## src/rtl/decode_stage.sv

```systemverilog
// -----------------------------------------------------------------------------
// decode_stage
//   Single-issue instruction decoder. It uses a valid/ready handshake on both
//   sides and has one register stage. An accepted instruction is decoded into
//   a control bundle, and that bundle appears one cycle later with out_valid
//   set. A halt instruction parks the stage in HALTED until resume is pulsed.
//
//   Optional feature (macro DECODE_ILLEGAL_TRAP_EN):
//     When the macro is defined, opcodes above the last defined opcode still
//     decode as a NOP. They also set the sticky 'illegal' flag and park the
//     stage in HALTED. Resume clears 'illegal'.
//
// Ports
//   clk, rst          rising-edge clock, asynchronous active-high reset
//   in_valid/in_ready upstream handshake; instr is the instruction word
//   flush             drops the held bundle and blocks acceptance this cycle
//   resume            leaves HALTED (ignored while running)
//   out_valid/out_ready downstream handshake for the bundle below
//   rd0, rd1, wr_reg  register indices (zero-extended fields or specials)
//   alu_op            ALU / branch-compare selector
//   reg_write .. halt single-bit control flags
//   halted            stage is in HALTED
//   decode_count      count of accepted instructions (wraps)
//   illegal           sticky illegal-opcode flag (only with the macro)
// -----------------------------------------------------------------------------
module decode_stage #(
  parameter int INSTR_W = 9,
  parameter int OPC_W   = 5,
  parameter int RFLD_W  = 2,
  parameter int RIDX_W  = 4,
  parameter int CNT_W   = 16
) (
  input  logic              clk,
  input  logic              rst,
  input  logic              in_valid,
  output logic              in_ready,
  input  logic [INSTR_W-1:0] instr,
  input  logic              flush,
  input  logic              resume,
  input  logic              out_ready,
  output logic              out_valid,
  output logic [RIDX_W-1:0] rd0,
  output logic [RIDX_W-1:0] rd1,
  output logic [RIDX_W-1:0] wr_reg,
  output logic [3:0]        alu_op,
  output logic              reg_write,
  output logic              move,
  output logic              mem_to_reg,
  output logic              mem_write,
  output logic              branch,
  output logic              jump_sign,
  output logic              immediate,
  output logic              set_quarter,
  output logic              halt,
  output logic              halted,
  output logic [CNT_W-1:0]  decode_count
`ifdef DECODE_ILLEGAL_TRAP_EN
  ,
  output logic              illegal
`endif
);

  localparam logic [0:0] ST_RUN    = 1'b0;
  localparam logic [0:0] ST_HALTED = 1'b1;

  // Special register indices
  localparam logic [RIDX_W-1:0] R_ADR  = RIDX_W'(4);
  localparam logic [RIDX_W-1:0] R_MATH = RIDX_W'(5);
  localparam logic [RIDX_W-1:0] R_CNT  = RIDX_W'(7);

  localparam logic [OPC_W-1:0] OP_ADD    = OPC_W'(0);
  localparam logic [OPC_W-1:0] OP_SUB    = OPC_W'(1);
  localparam logic [OPC_W-1:0] OP_MV     = OPC_W'(2);
  localparam logic [OPC_W-1:0] OP_SETADR = OPC_W'(3);
  localparam logic [OPC_W-1:0] OP_MVADR  = OPC_W'(4);
  localparam logic [OPC_W-1:0] OP_RSADR  = OPC_W'(5);
  localparam logic [OPC_W-1:0] OP_SETI   = OPC_W'(6);
  localparam logic [OPC_W-1:0] OP_MVMATH = OPC_W'(7);
  localparam logic [OPC_W-1:0] OP_TOMATH = OPC_W'(8);
  localparam logic [OPC_W-1:0] OP_M2ADR  = OPC_W'(9);
  localparam logic [OPC_W-1:0] OP_SETREG = OPC_W'(10);
  localparam logic [OPC_W-1:0] OP_SETCNT = OPC_W'(11);
  localparam logic [OPC_W-1:0] OP_MVCNT  = OPC_W'(12);
  localparam logic [OPC_W-1:0] OP_TOCNT  = OPC_W'(13);
  localparam logic [OPC_W-1:0] OP_RSCNT  = OPC_W'(14);
  localparam logic [OPC_W-1:0] OP_BE     = OPC_W'(15);
  localparam logic [OPC_W-1:0] OP_BNE    = OPC_W'(16);
  localparam logic [OPC_W-1:0] OP_BEZ    = OPC_W'(17);
  localparam logic [OPC_W-1:0] OP_BLTZ   = OPC_W'(18);
  localparam logic [OPC_W-1:0] OP_BGTE   = OPC_W'(19);
  localparam logic [OPC_W-1:0] OP_EVU    = OPC_W'(20);
  localparam logic [OPC_W-1:0] OP_EVL    = OPC_W'(21);
  localparam logic [OPC_W-1:0] OP_LD     = OPC_W'(22);
  localparam logic [OPC_W-1:0] OP_ST     = OPC_W'(23);
  localparam logic [OPC_W-1:0] OP_JUMP   = OPC_W'(24);
  localparam logic [OPC_W-1:0] OP_ZERO   = OPC_W'(25);
  localparam logic [OPC_W-1:0] OP_HALT   = OPC_W'(26);

  typedef struct packed {
    logic [RIDX_W-1:0] rd0;
    logic [RIDX_W-1:0] rd1;
    logic [RIDX_W-1:0] wr_reg;
    logic [3:0]        alu_op;
    logic              reg_write;
    logic              move;
    logic              mem_to_reg;
    logic              mem_write;
    logic              branch;
    logic              jump_sign;
    logic              immediate;
    logic              set_quarter;
    logic              halt;
  } bundle_t;

  logic [OPC_W-1:0]  opc_s;
  logic [RIDX_W-1:0] fa_s;
  logic [RIDX_W-1:0] fb_s;
  logic [RIDX_W-1:0] imm_s;
  bundle_t           dec_s;
  bundle_t           bundle_r;
  logic              out_valid_r;
  logic [0:0]        state_r;
  logic [CNT_W-1:0]  count_r;
  logic              accept_s;
  logic              park_s;

  assign opc_s = instr[INSTR_W-1 -: OPC_W];
  assign fa_s  = RIDX_W'(instr[2*RFLD_W-1:RFLD_W]);
  assign fb_s  = RIDX_W'(instr[RFLD_W-1:0]);
  assign imm_s = RIDX_W'(instr[2*RFLD_W-1:0]);

  assign in_ready = (state_r == ST_RUN) && (!out_valid_r || out_ready) && !flush;
  assign accept_s = in_valid && in_ready;

`ifdef DECODE_ILLEGAL_TRAP_EN
  logic illegal_op_s;
  logic illegal_r;
  assign illegal_op_s = (opc_s > OP_HALT);
  assign park_s       = dec_s.halt || illegal_op_s;
  assign illegal      = illegal_r;
`else
  assign park_s = dec_s.halt;
`endif

  // Combinational opcode decode; every field not set by an opcode stays zero
  always_comb begin
    dec_s = '0;
    case (opc_s)
      OP_ADD:    begin dec_s.rd0 = fa_s; dec_s.rd1 = R_MATH; dec_s.wr_reg = fb_s; dec_s.reg_write = 1'b1; dec_s.alu_op = 4'd0; end
      OP_SUB:    begin dec_s.rd0 = fa_s; dec_s.rd1 = R_MATH; dec_s.wr_reg = fb_s; dec_s.reg_write = 1'b1; dec_s.alu_op = 4'd1; end
      OP_MV:     begin dec_s.rd0 = fa_s; dec_s.wr_reg = fb_s; dec_s.reg_write = 1'b1; dec_s.move = 1'b1; end
      OP_SETADR: begin dec_s.rd0 = fa_s; dec_s.wr_reg = R_ADR; dec_s.reg_write = 1'b1; dec_s.move = 1'b1; end
      OP_MVADR:  begin dec_s.rd0 = R_ADR; dec_s.wr_reg = fb_s; dec_s.reg_write = 1'b1; dec_s.move = 1'b1; end
      OP_RSADR:  begin dec_s.wr_reg = R_ADR; dec_s.reg_write = 1'b1; dec_s.immediate = 1'b1; dec_s.jump_sign = instr[0]; end
      OP_SETI:   begin dec_s.rd0 = imm_s; dec_s.wr_reg = R_MATH; dec_s.reg_write = 1'b1; dec_s.immediate = 1'b1; end
      OP_MVMATH: begin dec_s.rd0 = R_MATH; dec_s.wr_reg = fb_s; dec_s.reg_write = 1'b1; dec_s.move = 1'b1; end
      OP_TOMATH: begin dec_s.rd0 = fa_s; dec_s.wr_reg = R_MATH; dec_s.reg_write = 1'b1; dec_s.move = 1'b1; end
      OP_M2ADR:  begin dec_s.rd0 = R_MATH; dec_s.rd1 = fa_s; dec_s.wr_reg = R_ADR; dec_s.reg_write = 1'b1; dec_s.move = 1'b1; dec_s.set_quarter = 1'b1; end
      OP_SETREG: begin dec_s.rd0 = R_MATH; dec_s.rd1 = fa_s; dec_s.wr_reg = fb_s; dec_s.reg_write = 1'b1; dec_s.move = 1'b1; dec_s.set_quarter = 1'b1; end
      OP_SETCNT: begin dec_s.rd0 = fb_s; dec_s.rd1 = fa_s; dec_s.wr_reg = R_CNT; dec_s.reg_write = 1'b1; dec_s.move = 1'b1; dec_s.set_quarter = 1'b1; end
      OP_MVCNT:  begin dec_s.rd0 = R_CNT; dec_s.wr_reg = fb_s; dec_s.reg_write = 1'b1; dec_s.move = 1'b1; end
      OP_TOCNT:  begin dec_s.rd0 = fa_s; dec_s.wr_reg = R_CNT; dec_s.reg_write = 1'b1; dec_s.move = 1'b1; end
      OP_RSCNT:  begin dec_s.wr_reg = R_CNT; dec_s.reg_write = 1'b1; dec_s.immediate = 1'b1; end
      OP_BE:     begin dec_s.rd0 = fa_s; dec_s.rd1 = fb_s; dec_s.branch = 1'b1; dec_s.alu_op = 4'd7; end
      OP_BNE:    begin dec_s.rd0 = fa_s; dec_s.rd1 = fb_s; dec_s.branch = 1'b1; dec_s.alu_op = 4'd8; end
      OP_BEZ:    begin dec_s.rd0 = fa_s; dec_s.rd1 = fb_s; dec_s.branch = 1'b1; dec_s.alu_op = 4'd6; end
      OP_BLTZ:   begin dec_s.rd0 = fa_s; dec_s.rd1 = fb_s; dec_s.branch = 1'b1; dec_s.alu_op = 4'd5; end
      OP_BGTE:   begin dec_s.rd0 = fa_s; dec_s.rd1 = fb_s; dec_s.branch = 1'b1; dec_s.alu_op = 4'd4; end
      OP_EVU:    begin dec_s.rd0 = fa_s; dec_s.wr_reg = fb_s; dec_s.reg_write = 1'b1; dec_s.alu_op = 4'd2; end
      OP_EVL:    begin dec_s.rd0 = fa_s; dec_s.wr_reg = fb_s; dec_s.reg_write = 1'b1; dec_s.alu_op = 4'd3; end
      OP_LD:     begin dec_s.rd0 = fa_s; dec_s.rd1 = R_ADR; dec_s.wr_reg = fb_s; dec_s.reg_write = 1'b1; dec_s.mem_to_reg = 1'b1; end
      OP_ST:     begin dec_s.rd0 = fa_s; dec_s.rd1 = R_ADR; dec_s.mem_write = 1'b1; end
      OP_JUMP:   begin dec_s.branch = 1'b1; dec_s.alu_op = 4'd7; end
      OP_ZERO:   begin dec_s.wr_reg = fb_s; dec_s.reg_write = 1'b1; dec_s.immediate = 1'b1; end
      OP_HALT:   begin dec_s.halt = 1'b1; end
      default:   begin dec_s = '0; end
    endcase
  end

  // Output register: load on accept, hold under backpressure, drop on flush/drain
  always_ff @(posedge clk or posedge rst) begin
    if (rst) begin
      out_valid_r <= 1'b0;
      bundle_r    <= '0;
    end else if (accept_s) begin
      out_valid_r <= 1'b1;
      bundle_r    <= dec_s;
    end else if (flush || out_ready) begin
      out_valid_r <= 1'b0;
    end
  end

  // RUN/HALTED control; flush never changes state
  always_ff @(posedge clk or posedge rst) begin
    if (rst) begin
      state_r <= ST_RUN;
    end else begin
      case (state_r)
        ST_RUN:    if (accept_s && park_s) state_r <= ST_HALTED;
        ST_HALTED: if (resume) state_r <= ST_RUN;
        default:   state_r <= ST_RUN;
      endcase
    end
  end

  // Accepted-instruction counter, wraps naturally at 2^CNT_W
  always_ff @(posedge clk or posedge rst) begin
    if (rst) begin
      count_r <= '0;
    end else if (accept_s) begin
      count_r <= count_r + CNT_W'(1);
    end
  end

`ifdef DECODE_ILLEGAL_TRAP_EN
  // Sticky illegal-opcode flag, cleared only by leaving HALTED via resume
  always_ff @(posedge clk or posedge rst) begin
    if (rst) begin
      illegal_r <= 1'b0;
    end else if ((state_r == ST_HALTED) && resume) begin
      illegal_r <= 1'b0;
    end else if (accept_s && illegal_op_s) begin
      illegal_r <= 1'b1;
    end
  end
`endif

  assign out_valid    = out_valid_r;
  assign rd0          = bundle_r.rd0;
  assign rd1          = bundle_r.rd1;
  assign wr_reg       = bundle_r.wr_reg;
  assign alu_op       = bundle_r.alu_op;
  assign reg_write    = bundle_r.reg_write;
  assign move         = bundle_r.move;
  assign mem_to_reg   = bundle_r.mem_to_reg;
  assign mem_write    = bundle_r.mem_write;
  assign branch       = bundle_r.branch;
  assign jump_sign    = bundle_r.jump_sign;
  assign immediate    = bundle_r.immediate;
  assign set_quarter  = bundle_r.set_quarter;
  assign halt         = bundle_r.halt;
  assign halted       = (state_r == ST_HALTED);
  assign decode_count = count_r;

endmodule

```

## config.mk

```make
export PLATFORM = sky130hd
export DESIGN_NAME = decode_stage
export DESIGN_NICKNAME = d
export VERILOG_FILES = /design/src/rtl/decode_stage.sv
export SDC_FILE = /design/constraint.sdc
export NUM_CORES = 1
export LEC_CHECK = 0
export ABC_AREA = 1
export CAP_MARGIN = 10
export CELL_PAD_IN_SITES_DETAIL_PLACEMENT = 1
export CELL_PAD_IN_SITES_GLOBAL_PLACEMENT = 1
export CORE_ASPECT_RATIO = 1.75
export CORE_UTILIZATION = 35
export DETAILED_ROUTE_END_ITERATION = 12
export PLACE_DENSITY = 0.87
export SETUP_SLACK_MARGIN = 0.05
export SLEW_MARGIN = 20
export SYNTH_ARGS = -nofsm -noshare
export SYNTH_HDL_FRONTEND = slang
export SYNTH_SLANG_ARGS = --single-unit
```

## constraint.sdc

```tcl
create_clock -name clk -period 1.5 [get_ports clk]
set_input_delay 0.3 -clock clk [delete_from_list [all_inputs] [get_ports clk]]
set_output_delay 0.3 -clock clk [all_outputs]
set_load 0.05 [all_outputs]
```

# ---- After elaboration in Yosys (flattened, before gate mapping)
# Cells that the tools add are included.
dict set report op_classes {
  n_addsub 1
  n_eq_ne 26
  muxes 18
  bitwise_logic 1
  n_reduce_logical 25
}
# cell count
set op_table {}
lappend op_table {{equality test 5 bit (second input constant)} 11}
lappend op_table {{equality test 5 x 4 -> 1 bit (second input constant)} 8}
lappend op_table {{case mux 4 bit (8 select lines)} 1}
lappend op_table {{case mux 3 bit (4 select lines)} 2}
lappend op_table {{case mux 4 bit (6 select lines)} 1}
lappend op_table {{equality test 5 x 3 -> 1 bit (second input constant)} 4}
lappend op_table {{OR reduction 19 bit} 1}
lappend op_table {{adder 16 x 1 -> 16 bit (second input constant)} 1}
lappend op_table {{OR reduction 15 bit} 1}
lappend op_table {{two-way mux 1 bit} 13}
lappend op_table {{OR reduction 3 bit} 4}
lappend op_table {{OR reduction 11 bit} 1}
lappend op_table {{equality test 5 x 2 -> 1 bit (second input constant)} 2}
lappend op_table {{OR reduction 10 bit} 1}
lappend op_table {{OR reduction 2 bit} 4}
lappend op_table {{OR reduction 6 bit} 1}
lappend op_table {{equality test 5 x 1 -> 1 bit (second input constant)} 1}
lappend op_table {{logical NOT 5 bit} 1}
lappend op_table {{OR reduction 5 bit} 1}
lappend op_table {{logical AND 1 bit} 4}
lappend op_table {{OR reduction 4 bit} 1}
lappend op_table {{logical NOT 1 bit} 2}
lappend op_table {{logical OR 1 bit} 2}
lappend op_table {{case mux 1 bit (2 select lines)} 1}
lappend op_table {{2 further kinds} 2}
dict set report totals {
  register_bits 43
  in_bits 15
  out_inout_bits 44
  wordCells 87
}

# ---- Depth between registers and ports, before layout
dict set report logic_depth {
  word_depth 8
  ltp_mapped 11
  depth_no_buf 11
}

# ---- Worst setup path before layout
# OpenSTA, ideal clock, no wires.
dict set report synth_timing {
  path_kind {register to output}
  from {register out_valid_r, in the netlist out_valid}
  to {output in_ready}
  arrival_time_ns 1.471
  t_required_ns 1.200
  slack_ns -0.271
  path_stages_with_launch 4
  n_path_buf 0
  cell_sequence {dfrtp_1 nand2_1 nand2_1 nor2_1}
}
dict set report synth_between {
  elab_chain_cells 4
}
# element line_no
set synth_lines {}
lappend synth_lines {{from (decl)} 121} ;# logic out_valid_r;
lappend synth_lines {{from (signal assigned)} 183} ;# out_valid_r <= 1'b0;
lappend synth_lines {{from (signal assigned)} 186} ;# out_valid_r <= 1'b1;
lappend synth_lines {{from (signal assigned)} 189} ;# out_valid_r <= 1'b0;
lappend synth_lines {{logical NOT 1 bit} 132} ;# assign in_ready = (state_r == ST_RUN) && (!out_valid_r || out_ready) && !flush;
lappend synth_lines {{logical OR 1 bit} 132}
lappend synth_lines {{logical AND 1 bit (2 in a row)} 132}
lappend synth_lines {{to (decl)} 36} ;# output logic in_ready,
# No other way between the ends.

# ---- Worst setup path after layout
dict set report layout_timing {
  from {register count_r[0], in the netlist decode_count[0]}
  to {register count_r[10], in the netlist decode_count[10]}
}
dict set report layout_between {
  elab_chain_cells 1
}
# element line_no
set layout_lines {}
lappend layout_lines {{from (decl)} 123} ;# logic [CNT_W-1:0] count_r;
lappend layout_lines {{from (signal assigned)} 211} ;# count_r <= count_r + CNT_W'(1);
lappend layout_lines {{adder 16 x 1 -> 16 bit} 211}
# No other way between the ends.
# A chain may end at the register's enable or synchronous reset.

==> impl_metrics.ini <==
[clocking]
worstSkewPairLatency_ns = 0.32
cts_made_buffers = 5
path_clk_slew_ns = 0.09
clock-sinks = 41
clock_tree.htree_level_count = 2
clock_path_buffers = 2
cts_hold_buf = 0
cts_tree = done
cts_root_buf = clkbuf_8

[synth]
ys_ff_latch = 41
synth.yosys.seq_area_share_pct = 45.28
yosys_warnings = 0
syn_area_per_cell_um2 = 7.814
syn_area_mm2 = 0.002266
netlist_instances = 290
synth.distinct_cells = 34

[worst_hold_path]
hold_path_class = input port to async pin

[floorplanning]
dieArea_mm2 = 0.006813
core_mm2 = 0.006228
io-pin-count = 59
start_util_pct = 36.38
rows = 38
dieHeight_um = 108.4
die_w_um = 62.83

[worst_setup_path]
crit_path_cell_trace = ha_4, nand4_4, nor4_4, xor2_1
crit_fanout = 4
cp-end-kind = register
slowest_stage = dfrtp_2
cp_data_required_time_ns = 1.69
crit_family = simple AND/OR/NAND/NOR gates
critPathMaxStageDelay_ns = 0.46
worstSetupPathType = register to register
critPathArrivalTime_ns = 1.89
critPathLaunchType = register
critPathBufInv = 0

[cells_and_area]
largest_reg_flops = 16
drive_gt1_share_pct = 47.16
final_cell_mix = nand2_1 (85), buf_4 (49), buf_12 (45), dfrtp_1 (28), inv_1 (21)
syn_to_final_growth_pct = 81.56
layout_commonest_cell = nand2_1
design_area_mm2 = 0.004114
antenna_cells = 0
fill_cells = 683
nets = 420
finalNonFillerCells = 485

[timing]
min_period_ns = 1.696
timing.final.ws_setup_ns = -0.1958
grt_setup_unrepaired = true
timing.final.crit_share_pct = 113.1
skew_ns = 0.01417
max_freq_mhz = 589.7
tns_ns = -1.221
hold_viol = 0
setup_viol_count_final = 19
slew_violations = 0

[power]
power_density_mw_per_mm2 = 1076
vdd_drop_max_mv = 0.8122
power_leakage_uw = 0.002114

[placement]
portBuffers = 56
post-dp-hpwl_um = 6635
dp.cells = 452
routabilityCongestion = 0.9407
place_area_mm2 = 0.003603

[detailed_routing]
drc = 0
ant_nets = 0
dr.pass1.iters = 4
vias = 2712
drt-total-wl_um = 12000
dr.first_iter.drc_count = 141
wl_per_cell_um = 24.75
avgViaCountPerCell = 5.592

[run]
drv_cap = 0

[status]
violations = setup timing
status = complete, but fails checks

[grt]
grt_pass1_wl_um = 15300
grt_max_degree = 42
antenna_found_initial = 0
grt_overflow = 0
grtUsageTotal_pct = 30.49
grt_pass1_vias = 2790
-- worst paths after layout --
kind / start / to / slack (ns) / cells after the start
worst max-delay path: decode_count[0] / decode_count[10] / -0.20 / 4
worst min-delay path: rst / decode_count[6] / 0.34 / 3
worst max register to register: decode_count[0] / decode_count[10] / -0.20 / 4
worst min register to register: decode_count[9] / decode_count[9] / 0.53 / 1
max in group asynchronous: rst / out_valid / 0.93 / 3
min in group clk: decode_count[9] / decode_count[9] / 0.53 / 1
-- final cells by class --
class	instances	area (um2)	area share, %
multi-input combinational	213	1311	31.87
inverter	29	113.9	2.768
tap	80	100.1	2.433
clock buffer	8	80.08	1.946
sequential	41	1042	25.33
timing repair buffer	114	1466	35.64
-- cell usage after synthesis (all sizes together) --
master,number,share of area (%)
o31ai,1,0.33
ha,1,0.55
o21a,1,0.33
nor2,28,6.8
buf,6,1.8
nand3b,1,0.33
clkbuf,2,0.77
nor4,1,0.94
inv,28,4.7
nand2,108,19
xor2,7,2.7
nand4,6,1.9
dfrtp,41,45
o21ai,12,2.8
nand3,29,7.0
clkinv,1,0.17
nor3,6,1.5
xnor2,6,2.3
conb,1,0.17
a21oi,4,0.88
-- kinds of logic after synthesis --
logic type / share of synthesized area [%]
DFF: 45.28
xor gates and xnor gates: 5.025
adders and majority gates: 0.5521
other: 0.1655
and+or+nand+nor: 37.11
buffers and inverters: 7.509
AOI/OAI and AO/OA: 4.362
-- routing by layer --
| metal | up-vias | share of wire [%] | global-route usage, % |
|---|---|---|---|
| met5 | - | 0 | 0 |
| met4 | 0 | 6.7 | 17.28 |
| met3 | 58 | 5.0 | 5.907 |
| met2 | 140 | 55 | 60.48 |
| met1 | 1372 | 33 | 28.19 |
| li1 | 1142 | - | - |
-- timing repair --
item | 4_1_cts | 5_1_grt
buffers inserted | 6 | 18
endpoints found under the setup margin | 26 | 38
pin swaps | 5 | 16
gates cloned | 0 | 1
gates resized for setup | 32 | 47
-- report_power, final --
part	switching [uW]	leakage (uW)	internal (uW)
clock	428	0.0000395	332
sequential	222	0.000520	1270
combinational	1180	0.00155	999
-- through the flow --
stage	worst slack [ns]	hold slack [ns]	util [%]	total power, uW
2_1_floorplan	0.05785	0.3928	-	2273
3_3_place_gp	-0.3345	0.5067	57.85	3195
3_5_place_dp	-0.4087	0.5176	57.85	3289
4_1_cts	-0.01192	0.3541	61.37	4069
5_1_grt	-0.1979	0.3839	66.05	4522
6_report	-0.1958	0.3399	66.05	4428
-- tightest hold or removal path: cells and delay by family --
| family | cells | cell delay [ns] |
|---|---|---|
| buf+inv | 3 | 0.73 |
No activity file was read; power rests on OpenSTA's default activity.
